<file path="config.mk">
export PLATFORM = sky130hd
export DESIGN_NAME = sat_accumulator
export DESIGN_NICKNAME = d
export VERILOG_FILES = /design/src/rtl/pixel_sensor_adc_model_pkg.sv /design/src/rtl/pixel_sensor_adc_model_sat_accumulator.sv
export SDC_FILE = /design/constraint.sdc
export NUM_CORES = 1
export LEC_CHECK = 0
export CORE_AREA = 5 5 50 52
export DETAILED_ROUTE_END_ITERATION = 8
export DIE_AREA = 0 0 55 57
export PLACE_DENSITY = 0.72
export SLEW_MARGIN = 0
export SYNTH_ARGS = -nofsm -noshare
export SYNTH_HDL_FRONTEND = slang
export SYNTH_SLANG_ARGS = --single-unit
</file>
<file path="constraint.sdc">
create_clock -name clk -period 2.3 [get_ports clk]
set_input_delay 0.345 -clock clk [delete_from_list [all_inputs] [get_ports clk]]
set_output_delay 0.345 -clock clk [all_outputs]
set_load 0.005 [all_outputs]
</file>
<file path="src/rtl/pixel_sensor_adc_model_pkg.sv">
// rtl/pixel_sensor_adc_model_pkg.sv - shared pixel sensor configuration and ADC state encoding
package pixel_sensor_adc_model_pkg;

    localparam int PIXEL_BITS     = 8;
    localparam int PIXEL_ADC_BITS = PIXEL_BITS;

    typedef enum logic [2:0] {
        IDLE,
        EXPOSE,
        HOLD,
        CONVERT,
        DONE
    } pixel_adc_state_t;

endpackage

</file>
<file path="src/rtl/pixel_sensor_adc_model_sat_accumulator.sv">
// rtl/pixel_sensor_adc_model_sat_accumulator.sv - saturating accumulator with sticky saturation flag
module sat_accumulator
    import pixel_sensor_adc_model_pkg::*;
#(
    parameter int BITS = PIXEL_ADC_BITS
) (
    input  logic            clk,
    input  logic            reset,
    input  logic            clear,
    input  logic            add_en,
    input  logic [BITS-1:0] addend,
    output logic [BITS-1:0] value,
    output logic            sat
);

    localparam logic [BITS-1:0] MAX = '1;

    logic [BITS:0]   sum;
    logic [BITS-1:0] clamped;

    // One extra bit of headroom detects the overflow, which then clamps to MAX.
    always_comb begin
        sum     = {1'b0, value} + {1'b0, addend};
        clamped = sum[BITS] ? MAX : sum[BITS-1:0];
    end

    always_ff @(posedge clk or posedge reset) begin
        if (reset) begin
            value <= '0;
            sat   <= 1'b0;
        end else if (clear) begin
            value <= '0;
            sat   <= 1'b0;
        end else if (add_en) begin
            value <= clamped;
            if (clamped == MAX) begin
                sat <= 1'b1;
            end
        end
    end

endmodule

</file>
==> flow_metrics.py <==
metrics = {
    "critical_path": {
        "crit_slowest_cell": "fa_1",
        "worstPathRequired_ns": 2.48,
        "worstPathArrival_ns": 2.36,
        "cpPeakStageDelay_ns": 0.41,
        "end_kind": "register",
        "setup.worst_path.class": "in -> reg",
        "r2r_slack_ns": 0.18,
        "cp_max_fo": 3,
        "critPathLaunchType": "input port",
        "cp_cell_sequence": "clkdlybuf4s50_1 > ha_1 > fa_1 > a21o_4 > a221oi_4 > xnor2_1 > nand4_1 > a21oi_2",
        "ff2ff_path_depth": 7,
    },
    "synth": {
        "synth-edff-count": 0,
        "synth_cell_types": 36,
        "ys_warn_count": 0,
        "ys_ff_latch": 9,
        "ys_seq_area_share_pct": 25.9,
        "yosys_most_used_dff": "dfrtp_1",
        "syn-cell-area_um2": 868,
        "async_flop_share_pct": 100,
        "synth_cells": 96,
        "synth_nets": 117,
        "avgSynthCellArea_um2": 9.05,
    },
    "finish": {
        "final_cell_mix": "clkdlybuf4s50_1, nor2_1, nor3_1, dfrtp_1, ha_1",
        "mostFrequentLayoutCell": "clkdlybuf4s50_1",
        "diodes": 0,
        "fill_cells": 199,
        "nets": 145,
        "area_growth_pct": 36.0,
        "drive_gt1_share_pct": 17.9,
        "final_cell_count_no_fill": 151,
    },
    "placed_design": {
        "place.gp.congestion": 0.802,
        "place_hpwl_um": 1760,
        "port-buffer-count": 20,
        "dp.cells": 147,
    },
    "grt": {
        "grt_max_degree": 14,
        "first_global_vias": 843,
        "grt-ovfl-total": 0,
        "grt_util_all_layers_pct": 16.0,
        "grt_first_pass_wirelength_um": 3770,
        "grt_antenna_before_repair": 0,
    },
    "clocking": {
        "cts_buffer_depth": 2,
        "cts_setup_buffers": 0,
        "htreeDepth": 1,
        "clk_pin_slew_ns": 0.06,
        "clock_latency_ns": 0.25,
        "numCtsBuffers": 3,
        "cts_tree": "done",
        "cts_resized": 0,
        "cts_root_buffer": "clkbuf_4",
        "cts.sinks": 9,
        "cts_hold_buf": 0,
    },
    "route": {
        "drc": 0,
        "avgViaCountPerCell": 5.44,
        "wl_um": 2140,
        "drtAntennaViolNets": 0,
        "wl_per_cell_um": 14.2,
        "drt_iter0_drc": 11,
        "drt_first_pass_iters": 4,
        "vias": 822,
    },
    "sta": {
        "period_share_pct": 95.1,
        "setup_viol": 0,
        "rsz0062_at_grt": "false",
        "fmaxAchievable_ghz": 0.457,
        "finalSetupTns_ns": 0,
        "worst_pin_slew_ns": 0.332,
        "min_period_ns": 2.19,
        "finalHoldViolCount": 0,
        "relSlewSlack_pct": 77.7,
        "fin_skew_ns": 0.00325,
        "maxSlewViolCount": 0,
    },
    "floorplanning": {
        "fp.dieH_um": 57,
        "die_w_um": 55,
        "dieArea_um2": 3140,
        "start_util_pct": 42.1,
        "ioPinCount": 21,
        "core_area_um2": 2060,
        "num_rows": 17,
    },
    "power_and_ir_drop": {
        "seqPwrFrac_pct": 28.4,
        "power.internal_uw": 436,
        "ir_drop_mv": 0.417,
        "switching_share_pct": 37.1,
        "p_per_area_nw_per_um2": 586,
        "cellLeakagePower_uw": 0.000560,
        "pwr-share-clk_pct": 16.4,
        "p_sw_uw": 257,
        "comb_power_share_pct": 55.2,
    },
    "worst_hold_path": {
        "hp-class": "in -> async",
    },
    "status": {
        "outcome": "complete, no violations",
    },
    "flow_run": {
        "maxCapViolations": 0,
    },
}
-- worst paths after layout --
path | start | to
worst max-delay path | addend[0] | sat$_DFFE_PP0P_
min in group clk | value[3]$_DFFE_PP0P_ | value[3]$_DFFE_PP0P_
max in group asynchronous | reset | value[7]$_DFFE_PP0P_
worst min-delay path | reset | value[1]$_DFFE_PP0P_
worst max register to register | value[0]$_DFFE_PP0P_ | sat$_DFFE_PP0P_
worst min register to register | value[3]$_DFFE_PP0P_ | value[3]$_DFFE_PP0P_
-- power groups by stage --
stage	clock network (uW)	registers, uW	logic [uW]
5_1_grt	129	200	420
2_1_floorplan	0	196	240
3_3_place_gp	0	199	353
4_1_cts	122	197	366
6_report	114	197	382
3_5_place_dp	0	199	363
-- kinds of logic (layout without fill, tap and decap cells) --
logic type | Yosys count | after routing | synth area share, %
DFF | 9 | 9 | 25.9
buffers and inverters | 10 | 37 | 6.05
adders and majority gates | 9 | 9 | 13.8
muxes | 1 | 1 | 1.15
AOI/OAI and AO/OA | 30 | 30 | 28.8
and+or+nand+nor | 33 | 33 | 20.2
xor gates and xnor gates | 4 | 4 | 4.04
-- per-stage QoR --
stage	cell area [um2]	util (%)	total power, uW	worst slack [ns]	hold slack (ns)
5_1_grt	1180	57.2	749	0.00106	0.403
2_1_floorplan	868	-	436	0.349	0.173
4_1_cts	1150	55.9	684	0.0730	0.351
6_report	1180	57.2	693	0.113	0.353
3_5_place_dp	1130	54.6	561	-0.192	0.568
3_3_place_gp	1130	54.6	552	-0.0740	0.573
-- layer usage --
layer	track usage [%]	part of all wire, %
met4	7.29	1.2
met2	25.7	52
met5	0	0
met1	21.3	44
met3	1.31	2.2
-- layout make-up --
class	count	area [um2]	area share, %
clock buffer	4	26.3	2.22
inverter	6	22.5	1.91
multi-input combinational	77	619	52.4
sequential	9	225	19.1
tap	28	35.0	2.97
timing repair buffer	27	253	21.4
-- flip-flops by register name (all words and copies together) (netlist names) --
name,flops
value,8
sat,1
-- critical path: cells and delay by family --
kind                       cells  cell delay [ns]
and+or+nand+nor                1             0.16
AOI/OAI and AO/OA              3             0.65
adders and majority gates      2             0.62
buffers and inverters          1             0.40
xor gates and xnor gates       1             0.19
-- cells in the mapped netlist, types with 2 or more instances --
cell type  number  area (um2)
nor2_1         11        41.3
dfrtp_1         9         225
nor3_1          9        45.0
ha_1            8         100
a21oi_1         7        35.0
inv_1           6        22.5
a211oi_1        4        30.0
a21o_1          4        30.0
o21ai_0         3        15.0
xnor2_1         3        26.3
a21o_2          2        17.5
and3_4          2        22.5
buf_6           2        22.5
nand2_1         2        7.51
nand3_1         2        10.0
nand3b_1        2        15.0
(Power assumes the default switching activity.)
